[src/rtl/gcd_pkg.sv]
// Shared types and default sizes for the GCD arbiter slice.
// Holds the sequencer state enum and the default requester count / operand width.
package gcd_pkg;

    typedef enum logic [1:0] {
        ST_IDLE  = 2'd0,
        ST_ISSUE = 2'd1,
        ST_WAIT  = 2'd2,
        ST_RESP  = 2'd3
    } state_e;

    localparam int NREQ_DEF = 4;
    localparam int W_DEF    = 4;

endpackage

[src/rtl/gcd_arbiter_if.sv]
// Handshake bundle between clients, the arbiter and the shared GCD engine.
// master = client/engine side, slave = arbiter side.
interface gcd_arbiter_if #(
    parameter int NREQ = 4,
    parameter int W    = 4,
    parameter int IDW  = $clog2(NREQ)
);

    logic [NREQ-1:0]   req_valid;
    logic [NREQ-1:0]   req_ready;
    logic [NREQ*W-1:0] req_a;
    logic [NREQ*W-1:0] req_b;

    logic              rsp_valid;
    logic              rsp_ready;
    logic [IDW-1:0]    rsp_id;
    logic [W-1:0]      rsp_res;

    logic              eng_start;
    logic [W-1:0]      eng_a;
    logic [W-1:0]      eng_b;
    logic              eng_done;
    logic [W-1:0]      eng_res;

    modport master (
        output req_valid, req_a, req_b, rsp_ready, eng_done, eng_res,
        input  req_ready, rsp_valid, rsp_id, rsp_res, eng_start, eng_a, eng_b
    );

    modport slave (
        input  req_valid, req_a, req_b, rsp_ready, eng_done, eng_res,
        output req_ready, rsp_valid, rsp_id, rsp_res, eng_start, eng_a, eng_b
    );

endinterface

[src/rtl/gcd_arbiter_rr_pick.sv]
// Combinational round-robin picker: searches from last_grant+1 upward,
// wrapping modulo NREQ, and returns the first valid requester.
module gcd_rr_pick #(
    parameter int NREQ = 4,
    parameter int IDW  = $clog2(NREQ)
) (
    input  logic [NREQ-1:0] req_valid_i,
    input  logic [IDW-1:0]  last_grant_i,
    output logic [NREQ-1:0] grant_o,
    output logic [IDW-1:0]  grant_idx_o,
    output logic            any_valid_o
);

    logic [IDW-1:0] cand;

    always_comb begin
        grant_o     = '0;
        grant_idx_o = '0;
        any_valid_o = 1'b0;
        cand        = '0;
        // k = NREQ revisits last_grant itself, so a lone requester is never starved
        for (int k = 1; k <= NREQ; k++) begin
            cand = IDW'((int'(last_grant_i) + k) % NREQ);
            if (!any_valid_o && req_valid_i[cand]) begin
                grant_o[cand] = 1'b1;
                grant_idx_o   = cand;
                any_valid_o   = 1'b1;
            end
        end
    end

endmodule

[src/rtl/gcd_arbiter.sv]
// Round-robin sequencer sharing one GCD engine between NREQ requesters.
// Define GCD_ARB_ZERO_BYPASS_EN to answer pairs containing a zero without the engine.
module gcd_arbiter
    import gcd_pkg::*;
#(
    parameter int NREQ = NREQ_DEF,
    parameter int W    = W_DEF,
    parameter int IDW  = $clog2(NREQ)
) (
    input  logic         clk,
    input  logic         rst,
    gcd_arbiter_if.slave bus,
    output logic         busy_o
);

    state_e          state_q;
    logic [IDW-1:0]  last_grant_q;
    logic [IDW-1:0]  id_q;
    logic [W-1:0]    a_q;
    logic [W-1:0]    b_q;
    logic [W-1:0]    res_q;
    logic            eng_start_q;
    logic            rsp_valid_q;
    logic            busy_q;

    logic [NREQ-1:0] pick_oh;
    logic [IDW-1:0]  pick_idx;
    logic            pick_any;
    logic [W-1:0]    sel_a;
    logic [W-1:0]    sel_b;
    logic            bypass;
    logic [W-1:0]    bypass_res_d;

    gcd_rr_pick #(
        .NREQ(NREQ),
        .IDW (IDW)
    ) u_pick (
        .req_valid_i (bus.req_valid),
        .last_grant_i(last_grant_q),
        .grant_o     (pick_oh),
        .grant_idx_o (pick_idx),
        .any_valid_o (pick_any)
    );

    assign sel_a = bus.req_a[int'(pick_idx)*W +: W];
    assign sel_b = bus.req_b[int'(pick_idx)*W +: W];

    // With one operand zero, OR-ing yields the other operand (or 0 if both are zero)
    assign bypass_res_d = sel_a | sel_b;

`ifdef GCD_ARB_ZERO_BYPASS_EN
    assign bypass = (sel_a == '0) || (sel_b == '0);
`else
    assign bypass = 1'b0;
`endif

    // req_ready is combinational so the accept happens in the same IDLE cycle
    assign bus.req_ready = (state_q == ST_IDLE && !rst) ? pick_oh : '0;

    assign bus.eng_start = eng_start_q;
    assign bus.eng_a     = a_q;
    assign bus.eng_b     = b_q;
    assign bus.rsp_valid = rsp_valid_q;
    assign bus.rsp_id    = id_q;
    assign bus.rsp_res   = res_q;
    assign busy_o        = busy_q;

    always_ff @(posedge clk or posedge rst) begin
        if (rst) begin
            state_q      <= ST_IDLE;
            last_grant_q <= IDW'(NREQ - 1);
            id_q         <= '0;
            a_q          <= '0;
            b_q          <= '0;
            res_q        <= '0;
            eng_start_q  <= 1'b0;
            rsp_valid_q  <= 1'b0;
            busy_q       <= 1'b0;
        end else begin
            case (state_q)
                ST_IDLE: begin
                    if (pick_any) begin
                        a_q          <= sel_a;
                        b_q          <= sel_b;
                        id_q         <= pick_idx;
                        last_grant_q <= pick_idx;
                        busy_q       <= 1'b1;
                        if (bypass) begin
                            res_q       <= bypass_res_d;
                            rsp_valid_q <= 1'b1;
                            state_q     <= ST_RESP;
                        end else begin
                            eng_start_q <= 1'b1;
                            state_q     <= ST_ISSUE;
                        end
                    end
                end
                ST_ISSUE: begin
                    eng_start_q <= 1'b0;
                    state_q     <= ST_WAIT;
                end
                ST_WAIT: begin
                    if (bus.eng_done) begin
                        res_q       <= bus.eng_res;
                        rsp_valid_q <= 1'b1;
                        state_q     <= ST_RESP;
                    end
                end
                ST_RESP: begin
                    if (bus.rsp_ready) begin
                        rsp_valid_q <= 1'b0;
                        busy_q      <= 1'b0;
                        state_q     <= ST_IDLE;
                    end
                end
                default: state_q <= ST_IDLE;
            endcase
        end
    end

endmodule
[src/flat_wrapper.sv]
// flat-port wrapper written by rule: the top's interface ports become plain ports
module gcd_arbiter_flat import gcd_pkg::*;
#(
    parameter int NREQ = NREQ_DEF,
    parameter int W    = W_DEF,
    parameter int IDW  = $clog2(NREQ)
)
  (clk, rst, busy_o, bus_req_valid, bus_req_a, bus_req_b, bus_rsp_ready, bus_eng_done, bus_eng_res, bus_req_ready, bus_rsp_valid, bus_rsp_id, bus_rsp_res, bus_eng_start, bus_eng_a, bus_eng_b);
  gcd_arbiter_if #(.NREQ(NREQ), .W(W), .IDW(IDW)) bus_i ();
  input  logic clk;
  input  logic rst;
  output logic busy_o;
  input wire logic [$bits(bus_i.req_valid)-1:0] bus_req_valid;
  input wire logic [$bits(bus_i.req_a)-1:0] bus_req_a;
  input wire logic [$bits(bus_i.req_b)-1:0] bus_req_b;
  input wire logic [$bits(bus_i.rsp_ready)-1:0] bus_rsp_ready;
  input wire logic [$bits(bus_i.eng_done)-1:0] bus_eng_done;
  input wire logic [$bits(bus_i.eng_res)-1:0] bus_eng_res;
  output wire logic [$bits(bus_i.req_ready)-1:0] bus_req_ready;
  output wire logic [$bits(bus_i.rsp_valid)-1:0] bus_rsp_valid;
  output wire logic [$bits(bus_i.rsp_id)-1:0] bus_rsp_id;
  output wire logic [$bits(bus_i.rsp_res)-1:0] bus_rsp_res;
  output wire logic [$bits(bus_i.eng_start)-1:0] bus_eng_start;
  output wire logic [$bits(bus_i.eng_a)-1:0] bus_eng_a;
  output wire logic [$bits(bus_i.eng_b)-1:0] bus_eng_b;
  assign bus_i.req_valid = bus_req_valid;
  assign bus_i.req_a = bus_req_a;
  assign bus_i.req_b = bus_req_b;
  assign bus_i.rsp_ready = bus_rsp_ready;
  assign bus_i.eng_done = bus_eng_done;
  assign bus_i.eng_res = bus_eng_res;
  assign bus_req_ready = bus_i.req_ready;
  assign bus_rsp_valid = bus_i.rsp_valid;
  assign bus_rsp_id = bus_i.rsp_id;
  assign bus_rsp_res = bus_i.rsp_res;
  assign bus_eng_start = bus_i.eng_start;
  assign bus_eng_a = bus_i.eng_a;
  assign bus_eng_b = bus_i.eng_b;
  gcd_arbiter #(.NREQ(NREQ), .W(W), .IDW(IDW)) u_core (.clk(clk), .rst(rst), .bus(bus_i), .busy_o(busy_o));
endmodule
[config.mk]
export PLATFORM = sky130hd
export DESIGN_NAME = gcd_arbiter_flat
export DESIGN_NICKNAME = d
export VERILOG_FILES = /design/src/rtl/gcd_pkg.sv /design/src/rtl/gcd_arbiter_if.sv /design/src/rtl/gcd_arbiter_rr_pick.sv /design/src/rtl/gcd_arbiter.sv /design/src/flat_wrapper.sv
export SDC_FILE = /design/constraint.sdc
export NUM_CORES = 1
export LEC_CHECK = 0
export BUFFER_PORTS_ARGS = -buffer_cell sky130_fd_sc_hd__buf_2
export CAP_MARGIN = 15
export CORE_UTILIZATION = 49
export DETAILED_ROUTE_END_ITERATION = 6
export GPL_TIMING_DRIVEN = 0
export HOLD_SLACK_MARGIN = 0.12
export PLACE_DENSITY = 0.9
export SLEW_MARGIN = 20
export SYNTH_ARGS = -nofsm -noshare
export SYNTH_HDL_FRONTEND = slang
export SYNTH_HIERARCHICAL = 1
export SYNTH_SLANG_ARGS = --single-unit
[constraint.sdc]
create_clock -name clk -period 3.6 [get_ports clk]
set_input_delay 0.72 -clock clk [delete_from_list [all_inputs] [get_ports clk]]
set_output_delay 0.72 -clock clk [all_outputs]
set_load 0.03 [all_outputs]
Word level (Yosys, flattened, before mapping)
Index checks and enable logic that the tools add are counted.
Widths: inputs -> output; s select.
Cells by class
  add/subtract/negate cells: 4
  magnitude comparators: 8
  equality and inequality tests: 6
  shift-type cells: 2
  mux-type cells: 39
  bitwise operators: 3
  reduce and logical (&&, ||, !) cells: 22
Operator list (number)
  $shiftx 16x5->4: 2
  $mux 4: 5
  $mux 1: 15
  $mux 2: 7
  $lt 2x3->1 const B: 4
  $or 4x4->4: 3
  $reduce_and 3->1: 3
  $bmux 1 s2: 4
  $demux 1 s2: 4
  $ge 2x1->1 const B: 4
  $logic_and 1x1->1: 8
  $pmux 2 s4: 1
  $pmux 1 s2: 3
  $reduce_and 2->1: 3
  $reduce_bool 2->1: 3
  $add 2x1->2 const B: 2
  $add 2x2->2 const B: 2
  $eq 2x2->1 const B: 2
  $logic_not 1->1: 4
  $ne 2x2->1 const B: 2
  $eq 2x1->1 const B: 1
  $logic_not 2->1: 1
  $ne 2x1->1 const B: 1
Storage, ports and cells
  bits in registers: 21
  input port bits: 44
  output and inout port bits: 21
  logic and storage cells: 93

Longest topological paths before layout
Gate-level depths: netlist of run 1.
  depth after elaboration: 15
  mapped depth: 12
  gate-level depth less buffers: 8

Cells and area by module
The synthesis of run 1 kept the hierarchy.
Modules (own cells, without submodules)
  gcd_arbiter: instances 1, cells an instance 104, area an instance 1136.1 µm², seq. area each 528.0 µm²
  gcd_rr_pick: instances 1, cells an instance 68, area an instance 525.5 µm², seq. area each 0.0 µm²

Least setup slack after synthesis of run 1
OpenSTA, ideal clock, no wires.
  kind: register -> output
  from: reg u_core.last_grant_q[0]
  to: out bus_req_ready[0]
  arrival time: 2110 ps
  required time: 2880 ps
  slack: 770 ps
  stages on the path, launching flop included: 9
  buffers on the path: 2
  path through: dfstp_2 -> buf_4 -> inv_2 -> ha_1 -> buf_6 -> mux2i_4 -> o21ai_1 -> a221o_1 -> and2_1
Between the ends
  word-level cells in the longest chain between the ends: 14
  elaborated cells between the ends (all ways): 49
  those cells by class: add/sub (4); order compare (8); mux (24); bitwise (3); reduce/logical (10)
RTL lines
  start: declaration: RTL line gcd_arbiter.sv:17  | logic [IDW-1:0] last_grant_q;
  start signal: assignment: RTL line gcd_arbiter.sv:71  | last_grant_q <= IDW'(NREQ - 1);
  start signal: assignment: RTL line gcd_arbiter.sv:86  | last_grant_q <= pick_idx;
  parallel branches: the longest is 12 deep, another holds $lt 2x3->1
  $mux 4 (*): RTL line gcd_arbiter_rr_pick.sv:24  | if (!any_valid_o && req_valid_i[cand]) begin
  via u_core.pick_oh[0]: RTL line gcd_arbiter.sv:26  | logic [NREQ-1:0] pick_oh;
  $mux 4 (*): RTL line gcd_arbiter.sv:58  | assign bus.req_ready = (state_q == ST_IDLE && !rst) ? pick_oh : '0;
  end: declaration: RTL line flat_wrapper.sv:19  | output wire logic [$bits(bus_i.req_ready)-1:0] bus_req_ready;
Mark *: on every way through the listed nets, which the timed path passes. The select of a mux whose other input is x is not followed.

Final worst setup path of run 1
Same ends and word-level chain as after synthesis.

==> results of run 1 <==
per-stage QoR:
step	utilization (%)	cell area [sq um]	hold WS [ns]	total power, mW	cells
final	65.7	2050	0.496	1.86	282
after global routing	65.7	2050	0.536	2.01	282
after CTS	65.7	2050	0.495	1.87	282
after floorplan	-	1660	0.503	1.46	172
after detailed placement	64.8	2030	0.458	1.75	278
after global placement	64.8	2030	0.456	1.72	278
where the power goes:
part           leakage (nW)  total (mW)  switching (mW)  internal, mW
Combinational         0.809        1.30           0.766         0.530
Sequential            0.248       0.456          0.0917         0.364
Clock                0.0177       0.112          0.0706        0.0414
flip-flops by register name, summed over array words and instances, names as in the netlist:
| signal | count |
|---|---|
| u_core/busy_o | 1 |
| u_core/bus.rsp_id | 2 |
| u_core/last_grant_q | 2 |
| u_core/state_q | 2 |
| u_core/bus.rsp_valid | 1 |
| u_core/bus.eng_b | 4 |
| u_core/bus.eng_a | 4 |
| u_core/bus.rsp_res | 4 |
| u_core/bus.eng_start | 1 |
logic make-up after synthesis:
family | share of synthesized area, %
and+or+nand+nor | 13.4
adders and majority gates | 10.5
buffers and inverters | 6.25
muxes | 18.1
DFF | 31.8
AOI/OAI and AO/OA | 19.9
metal layers:
metal / GRT usage (%) / routed length [microns] / vias to the layer above
met4: 2.99 / 0 / 0
met2: 38.6 / 1910 / 49
met1: 27.8 / 1620 / 715
met5: 0 / 0 / -
met3: 3.46 / 199 / 0
li1: - / - / 753
worst max path at each step:
stage,start,to,cells after the start
after floorplan,u_core/last_grant_q[0]$_DFFE_PP1P_,bus_req_ready[0],8
after global placement,u_core/last_grant_q[0]$_DFFE_PP1P_,bus_req_ready[0],9
after detailed placement,u_core/last_grant_q[0]$_DFFE_PP1P_,bus_req_ready[0],9
after CTS,u_core/last_grant_q[0]$_DFFE_PP1P_,bus_req_ready[0],9
after global routing,u_core/last_grant_q[0]$_DFFE_PP1P_,bus_req_ready[2],9
final,u_core/last_grant_q[0]$_DFFE_PP1P_,bus_req_ready[0],9
area by class of cell:
| type | count | area, sq um | share of cell area (%) |
|---|---|---|---|
| plain buffers | 8 | 58.8 | 2.86 |
| inverters | 12 | 45.0 | 2.19 |
| well taps | 44 | 55.1 | 2.68 |
| flip-flops and latches | 21 | 528 | 25.7 |
| repair buffers | 62 | 310 | 15.1 |
| clock inverters | 1 | 5.00 | 0.244 |
| multi-input cells | 131 | 1030 | 50.1 |
| clock buffers | 3 | 22.5 | 1.10 |
tightest hold or removal path, cell delays in order (launching register included):
cell     delay, ns
dfrtp_1       0.37
nand2_1       0.05
nand2_1       0.05
layout by cell type, fill, tap and decap left out, types with 4 or more instances in the layout:
| master | instances |
|---|---|
| inv_1 | 10 |
| and2_1 | 4 |
| a221o_1 | 4 |
| dfrtp_1 | 19 |
| mux2i_1 | 20 |
| nor2_1 | 6 |
| ha_1 | 14 |
| a21oi_1 | 4 |
| nand2_1 | 27 |
| o221ai_1 | 8 |
| buf_2 | 64 |
| mux2_2 | 4 |
| o21ai_1 | 5 |
==> metrics, run 1 <==
IO Count=65; critical path's slowest cell=dfstp_2; CP Capture Type=output port; hold path depth=2; skew final=0.00211 ns; mapped cell area=1660 sq um; Worst Hold Class=flop to flop; Final Critical Period=3.39 ns; Syn Nets=230; Async SR Flop Fraction=100%; reg2reg end=u_core/bus.eng_b[0]$_DFFE_PP0P_; CP peak stage delay=0.64 ns; crit path cell chain=buf_4 -> inv_2 -> ha_1 -> buf_6 -> mux2i_4 -> o21ai_1 -> a221o_1 -> and2_1 -> buf_2; area grow syn2layout=23.6%; CTS resizes=0; largest cells by area after synthesis=dfrtp_1 (29%), mux2i_1 (12%), ha_1 (11%), nand2_1 (6.1%), o221ai_1 (4.2%); Critical path buffers and inverters=4; critical path arrival=2.67 ns; pwr dens=907 nW/um^2; list of most frequent post-synthesis cells=nand2_1 (27), mux2i_1 (20), dfrtp_1 (19); Vias=1517; slack of the critical path=0.206 ns; grt total ovfl=0; Max Cap Violations=0; fin nets=297; Worst Hold End=u_core/bus.rsp_id[1]$_DFFE_PP0P_; Yosys warning count=6; Routed wire per std cell=13.2 microns; worst slew pin tran=0.771 ns; initial DRC count=91; Pre-antenna DRT Iters=4; vias in the first global route=1400; Yosys cell types=46; top-count cell post-synth=nand2_1; status=finished clean; Lkg Pwr=1.08 nW; Slew HR=48.5%; antenna violations before repair=0; Root Driver=clkbuf_4; Die Wd=60.2 microns; Filler cells=269; crit path launch type=flop; H-tree depth=1; critical path type=flop to output port; final setup fails=0; CTS tree=yes; sequential area share after synthesis=31.8%; CTS max path bufs=2; RSZ-0062 raised after global routing=no; Final Hold Viols=0; Top FF cell, synth=dfrtp_1; Crit Path Max Fanout=10; antenna-violating nets left=0; ANT cells=0; Max Slew Vio Count=0; Die Ht=60.2 microns; Initial Util=53.1%; maximum vdd drop=584 uV; Synth top area share=28.6%; final wirelength=3.73 mm; Reg2Reg Launch Point=u_core/last_grant_q[0]$_DFFE_PP1P_; Sink Count=21; Req. time, crit path=2.88 ns; pre-CTS setup slack=0.543 ns; drt drc=0; share of layout cells above drive strength 1=37.0%; cts hold-fix bufs=0; row cnt=20; Final Cycle Share=94.3%; hpwl dp=2.92 mm; min-delay src=u_core/bus.rsp_id[1]$_DFFE_PP0P_; die area=3630 sq um; Yosys top cell by area=dfrtp_1; largest net degree at the start of global routing=22; total CTS buffers=3; number of synthesized flops with an enable pin=0; cell depth of the worst flop-to-flop path=12; GPL Wtd Cong=0.861; Mean Syn Cell Area=9.66 sq um; Setup TNS=0 ns; Yosys reg bits=21; Mapped Cells=172; Post-CTS Setup Bufs=0; post-DR vias/cell=5.38; first-pass GRT wire length=5.99 mm; GRT Util Overall=21.6%; cell family with the largest share of critical-path delay=flip-flops; Worst-path clk slew=0.11 ns; R2R setup slack=0.72 ns; latest clock arrival within the worst-skew pair=0.30 ns; Placeable Area=3130 sq um; input/output buffers=62; fmax=295 MHz
No activity file was read; power rests on OpenSTA's default activity.
==> run 2: changes to the inputs <==
--- a/config.mk
+++ b/config.mk
@@ -15,5 +15,4 @@
 export SLEW_MARGIN = 20
 export SYNTH_ARGS = -nofsm -noshare
 export SYNTH_HDL_FRONTEND = slang
-export SYNTH_HIERARCHICAL = 1
 export SYNTH_SLANG_ARGS = --single-unit
==> run 2 against run 1 <==
Effect of this change:
- via count rose by 0.33%
- combinational power rose by 20%
- cell count down 2.5%
- synthesized cell count down 5.8%
- cell area rose by 1.8%
- setup slack worse by 0.034 ns
- utilization rose by 1.2 points
- critical path type unchanged
==> metrics, run 2 <==
grt total ovfl=0 (unchanged); drt drc=0 (unchanged); Root Driver=clkbuf_4 (unchanged); sequential area share after synthesis=32.0% (was 31.8%); Die Wd=60.0 microns (was 60.2 microns); list of most frequent post-synthesis cells=dfrtp_1 (19), nand2_1 (19), mux2i_1 (17) (was nand2_1 (27), mux2i_1 (20), dfrtp_1 (19)); crit path launch type=flop (unchanged); initial DRC count=72 (was 91); CP peak stage delay=0.57 ns (was 0.64 ns); crit path cell chain=buf_6 -> inv_1 -> ha_4 -> mux4_2 -> buf_6 -> nor3_2 -> a221oi_1 -> nor2_1 -> buf_2 (was buf_4 -> inv_2 -> ha_1 -> buf_6 -> mux2i_4 -> o21ai_1 -> a221o_1 -> and2_1 -> buf_2); Req. time, crit path=2.88 ns (about the same); cts hold-fix bufs=0 (unchanged); critical path arrival=2.71 ns (was 2.67 ns); Mean Syn Cell Area=10.2 sq um (was 9.66 sq um); commonest cells after routing, fill and taps aside=buf_2 (63), nand2_1 (19), dfrtp_1 (19) (was buf_2 (64), nand2_1 (27), mux2i_1 (20)); Slew HR=48.5% (about the same); Top FF cell, synth=dfrtp_1 (unchanged); input/output buffers=63 (was 62); latest clock arrival within the worst-skew pair=0.31 ns (was 0.30 ns); final setup fails=0 (unchanged); Placeable Area=3130 sq um (unchanged); cell family with the largest share of critical-path delay=buffers and inverters (was flip-flops); post-DR vias/cell=5.53 (was 5.38); antenna-violating nets left=0 (unchanged); Synth top area share=28.8% (was 28.6%); Vias=1522 (was 1517); Sink Count=21 (unchanged); first-pass GRT wire length=5.79 mm (was 5.99 mm); CTS tree=yes (unchanged); Final Hold Viols=0 (unchanged); vias in the first global route=1347 (was 1400); Yosys cell types=40 (was 46); hpwl dp=2.85 mm (was 2.92 mm); mapped cell area=1650 sq um (was 1660 sq um); Syn Nets=219 (was 230); maximum vdd drop=543 uV (was 584 uV); fmax=292 MHz (was 295 MHz); Max Slew Vio Count=0 (unchanged); Crit Path Max Fanout=10 (unchanged); share of layout cells above drive strength 1=41.6% (was 37.0%); row cnt=20 (unchanged); ANT cells=0 (unchanged); largest net degree at the start of global routing=23 (was 22); Worst-path clk slew=0.11 ns (about the same); H-tree depth=1 (unchanged); commonest non-fill, non-tap cell in the layout=buf_2 (unchanged); Setup TNS=0 ns (unchanged); Final Cycle Share=95.2% (was 94.3%); Worst Hold Margin=0.500 ns (was 0.496 ns); fin nets=289 (was 297); Worst Hold Class=flop to flop (unchanged); total CTS buffers=3 (unchanged); largest cells by area after synthesis=dfrtp_1 (29%), mux2i_1 (10%), ha_1 (9.9%), nand2_1 (4.3%), o221ai_1 (4.2%) (was dfrtp_1 (29%), mux2i_1 (12%), ha_1 (11%), nand2_1 (6.1%), o221ai_1 (4.2%)); Yosys reg bits=21 (unchanged); Yosys warning count=0 (was 6); Mapped Cells=162 (was 172); final wirelength=3.80 mm (was 3.73 mm); Pre-antenna DRT Iters=4 (unchanged); critical path's slowest cell=dfstp_2 (unchanged); skew final=0.00539 ns (was 0.00211 ns); CP Capture Type=output port (unchanged); critical path type=flop to output port (unchanged); Die Ht=60.0 microns (was 60.2 microns); Initial Util=52.7% (was 53.1%); cell mode on critical path=buf_6; status=finished clean (unchanged); GRT Util Overall=21.1% (was 21.6%); area grow syn2layout=26.9% (was 23.6%); Final Critical Period=3.43 ns (was 3.39 ns); pwr dens=1020 nW/um^2 (was 907 nW/um^2); Yosys top cell by area=dfrtp_1 (unchanged); CTS max path bufs=2 (unchanged); Max Cap Violations=0 (unchanged); GPL Wtd Cong=0.887 (was 0.861); worst slew pin tran=0.772 ns (was 0.771 ns); Routed wire per std cell=13.8 microns (was 13.2 microns); antenna violations before repair=0 (unchanged); IO Count=65 (unchanged); die area=3600 sq um (was 3630 sq um); Lkg Pwr=1.06 nW (was 1.08 nW); number of synthesized flops with an enable pin=0 (unchanged); Critical path buffers and inverters=4 (unchanged); RSZ-0062 raised after global routing=no (unchanged); Async SR Flop Fraction=100% (unchanged)
run 2: power by group:
group | switching [mW] | internal [mW] | leakage, nW
Combinational | 0.868 | 0.690 | 0.795
Clock | 0.0747 | 0.0416 | 0.0177
Sequential | 0.0857 | 0.367 | 0.246
Total | 1.03 | 1.10 | 1.06
run 2: worst register-to-register path, cell delays in order (launching register included):
cell and delay, ns:
dfstp_2 0.57, buf_6 0.14, inv_1 0.16, ha_4 0.36
mux4_1 0.30, nor2b_4 0.17, o21ai_2 0.14, o21a_1 0.16
buf_6 0.17, buf_12 0.15, mux2i_1 0.21, o221ai_1 0.13
run 2: area by class of cell:
type | instances | area (sq um)
buffer | 8 | 77.6
timing repair buffer | 66 | 338
multi-input combinational | 124 | 1030
sequential | 21 | 528
fill | 243 | 1040
clock buffer | 3 | 22.5
inverter | 8 | 33.8
clock inverter | 1 | 5.00
tap | 44 | 55.1
run 2: routing by layer:
metal / wire length (microns) / GRT usage [%] / up-vias
met4: 54 / 4.98 / 0
met1: 1590 / 26.6 / 729
met3: 183 / 3.90 / 7
met5: 0 / 0 / -
li1: - / - / 738
met2: 1980 / 37.0 / 48
run 2: kinds of logic after synthesis:
logic type / synth area share, %
and+or+nand+nor: 15.0
AOI/OAI and AO/OA: 16.6
muxes: 19.7
DFF: 32.0
buffers and inverters: 6.83
adders and majority gates: 9.86
run 2: timing repair:
action	CTS	global route
setup buffers	1	2
setup endpoints to repair	4	4
resized for setup	2	2
pin swaps	0	0
cloned	0	0
run 2: final timing paths:
kind	start	endpoint	slack, ns	cells past startpoint
max in group asynchronous	rst	u_core.bus.rsp_id[1]$_DFFE_PP0P_	2.59	2
max	u_core.last_grant_q[0]$_DFFE_PP1P_	bus_req_ready[0]	0.17	9
min in group asynchronous	rst	u_core.bus.rsp_res[0]$_DFFE_PP0P_	0.52	2
min reg2reg	u_core.bus.rsp_id[0]$_DFFE_PP0P_	u_core.bus.rsp_id[0]$_DFFE_PP0P_	0.50	2
min	u_core.bus.rsp_id[0]$_DFFE_PP0P_	u_core.bus.rsp_id[0]$_DFFE_PP0P_	0.50	2
max reg2reg	u_core.last_grant_q[0]$_DFFE_PP1P_	u_core.bus.eng_a[2]$_DFFE_PP0P_	0.81	11
run 2: per-stage QoR:
| stage | instances | setup slack (ns) | power (mW) | utilization (%) | cell area [sq um] |
|---|---|---|---|---|---|
| after CTS | 274 | 0.0239 | 2.08 | 65.9 | 2060 |
| after global routing | 275 | 0.0292 | 2.28 | 66.9 | 2090 |
| final | 275 | 0.172 | 2.13 | 66.9 | 2090 |
| after detailed placement | 269 | 0.179 | 1.95 | 64.6 | 2020 |
| after global placement | 269 | 0.229 | 1.92 | 64.6 | 2020 |
| after floorplan | 162 | 0.327 | 1.63 | - | 1650 |
==> run 3: changes to the inputs <==
--- a/config.mk
+++ b/config.mk
@@ -7,11 +7,11 @@
 export LEC_CHECK = 0
 export BUFFER_PORTS_ARGS = -buffer_cell sky130_fd_sc_hd__buf_2
 export CAP_MARGIN = 15
-export CORE_UTILIZATION = 49
+export CORE_UTILIZATION = 40
 export DETAILED_ROUTE_END_ITERATION = 6
 export GPL_TIMING_DRIVEN = 0
 export HOLD_SLACK_MARGIN = 0.12
-export PLACE_DENSITY = 0.9
+export PLACE_DENSITY = 0.68
 export SLEW_MARGIN = 20
 export SYNTH_ARGS = -nofsm -noshare
 export SYNTH_HDL_FRONTEND = slang
==> run 3 against run 2 <==
Effect of this change:
- flip-flop and latch count did not move
- worst hold slack got worse by 0.018 ns
- critical path type unchanged
- via count fell by 4.7%
- largest power group unchanged
- die area rose by 22%
- setup slack got worse by 0.042 ns
- routed wire length fell by 2.3%
- power rose by 0.48%
- first-iteration DRC count fell by 47%
==> metrics, run 3 (synthesized netlist as in run 2, its figures left out) <==
Lkg Pwr=1.06 nW (about the same); share of layout cells above drive strength 1=40.2% (was 41.6%); Worst Hold Class=flop to flop (unchanged); worst slew pin tran=0.952 ns (was 0.772 ns); Final Hold Viols=0 (unchanged); Filler cells=345 (was 243); maximum vdd drop=560 uV (was 543 uV); CTS max path bufs=2 (unchanged); Final Cycle Share=96.4% (was 95.2%); area grow syn2layout=27.0% (was 26.9%); latest clock arrival within the worst-skew pair=0.26 ns (was 0.31 ns); GPL Wtd Cong=0.813 (was 0.887); Root Driver=clkbuf_8 (was clkbuf_4); Placeable Area=3800 sq um (was 3130 sq um); placed inst area=2020 sq um (about the same); area of the multi-input gates=1030 sq um (unchanged); hpwl dp=2.82 mm (was 2.85 mm); critical path type=flop to output port (unchanged); IO Count=65 (unchanged); Max Slew Vio Count=0 (unchanged); antenna-violating nets left=0 (unchanged); first-pass GRT wire length=5.65 mm (was 5.79 mm); Pre-antenna DRT Iters=4 (unchanged); vias in the first global route=1263 (was 1347); post-DR vias/cell=5.24 (was 5.53); Slew HR=36.0% (was 48.5%); slack of the critical path=0.131 ns (was 0.172 ns); grt total ovfl=0 (unchanged); Non-Filler Instances=277 (was 275); RSZ-0062 raised after global routing=no (unchanged); Crit Path Max Fanout=10 (unchanged); fmax=288 MHz (was 292 MHz); skew final=0.000716 ns (was 0.00539 ns); status=finished clean (unchanged); cell depth of the worst flop-to-flop path=11 (unchanged); Sink Count=21 (unchanged); input/output buffers=63 (unchanged); post-layout util=55.1% (was 66.9%); Routed wire per std cell=13.4 microns (was 13.8 microns); crit path launch type=flop (unchanged); total CTS buffers=3 (unchanged); Vias=1451 (was 1522); initial DRC count=38 (was 72); ANT cells=0 (unchanged); Die Wd=66.2 microns (was 60.0 microns); CTS tree=yes (unchanged); hold path depth=2 (unchanged); Register Area=528 sq um (unchanged); die area=4380 sq um (was 3600 sq um); Final Critical Period=3.47 ns (was 3.43 ns); drt drc=0 (unchanged); final setup fails=0 (unchanged); largest net degree at the start of global routing=23 (unchanged); CP Capture Type=output port (unchanged); Setup TNS=0 ns (unchanged); Worst Hold Margin=0.482 ns (was 0.500 ns); commonest cells after routing, fill and taps aside=buf_2 (64), nand2_1 (19), dfrtp_1 (19) (was buf_2 (63), nand2_1 (19), dfrtp_1 (19)); Initial Util=43.4% (was 52.7%); antenna violations before repair=0 (unchanged); Worst-path clk slew=0.08 ns (was 0.11 ns); pre-CTS setup slack=0.133 ns (was 0.179 ns); Post-CTS Setup Bufs=0 (was 1); GRT Util Overall=16.9% (was 21.1%); H-tree depth=1 (unchanged); Final Power=2.14 mW (was 2.13 mW); Die Ht=66.2 microns (was 60.0 microns); commonest non-fill, non-tap cell in the layout=buf_2 (unchanged); Final Cell Area=2090 sq um (about the same); placed instance count=273 (was 269); final wirelength=3.72 mm (was 3.80 mm); pwr dens=1020 nW/um^2 (about the same); Max Cap Violations=0 (unchanged); fin nets=287 (was 289); Req. time, crit path=2.88 ns (about the same); row cnt=22 (was 20); critical path arrival=2.75 ns (was 2.71 ns)
-- run 3: path summary, 6_finish.rpt --
| kind | startpoint | end | slack (ns) |
|---|---|---|---|
| max in group asynchronous | rst | u_core.bus.eng_a[1]$_DFFE_PP0P_ | 2.46 |
| max reg2reg | u_core.last_grant_q[0]$_DFFE_PP1P_ | u_core.bus.eng_a[1]$_DFFE_PP0P_ | 0.71 |
| min in group asynchronous | rst | u_core.bus.eng_b[2]$_DFFE_PP0P_ | 0.62 |
| min | u_core.bus.rsp_id[0]$_DFFE_PP0P_ | u_core.bus.rsp_id[0]$_DFFE_PP0P_ | 0.48 |
| max | u_core.last_grant_q[0]$_DFFE_PP1P_ | bus_req_ready[3] | 0.13 |
| min reg2reg | u_core.bus.rsp_id[0]$_DFFE_PP0P_ | u_core.bus.rsp_id[0]$_DFFE_PP0P_ | 0.48 |
-- run 3: power by group --
part	leakage, nW	internal (mW)	switching [mW]	total, mW
Clock	0.0255	0.0772	0.0778	0.155
Sequential	0.246	0.368	0.0766	0.444
Combinational	0.792	0.671	0.867	1.54
-- run 3: critical path: stages, from the launching register on --
cell and delay (ns):
dfstp_2 0.63, buf_6 0.16, inv_1 0.16, ha_4 0.35
mux4_1 0.29, nor2b_4 0.17, a22oi_1 0.15, nor2_1 0.06
a221oi_1 0.24, nor2_1 0.07, buf_2 0.18
-- run 3: metal layers --
metal  track usage (%)  wire, microns  up-vias
li1                  -              -      736
met3              3.45            138        7
met2              27.7           1790       34
met5                 0              0        -
met4              6.38             61        0
met1              21.7           1730      674
-- run 3: repair_timing --
action,in CTS,in global routing
pin swaps,0,0
endpoints found under the setup margin,4,4
hold buffers,0,0
resized for setup,2,2
-- run 3: area by class of cell --
type	instances	share of cell area (%)
Tap cell	48	2.87
Clock inverter	1	0.239
Timing Repair Buffer	63	15.1
Multi-Input combinational cell	124	49.3
Buffer	9	3.94
Sequential cell	21	25.2
Inverter	8	1.43
Clock buffer	3	1.97
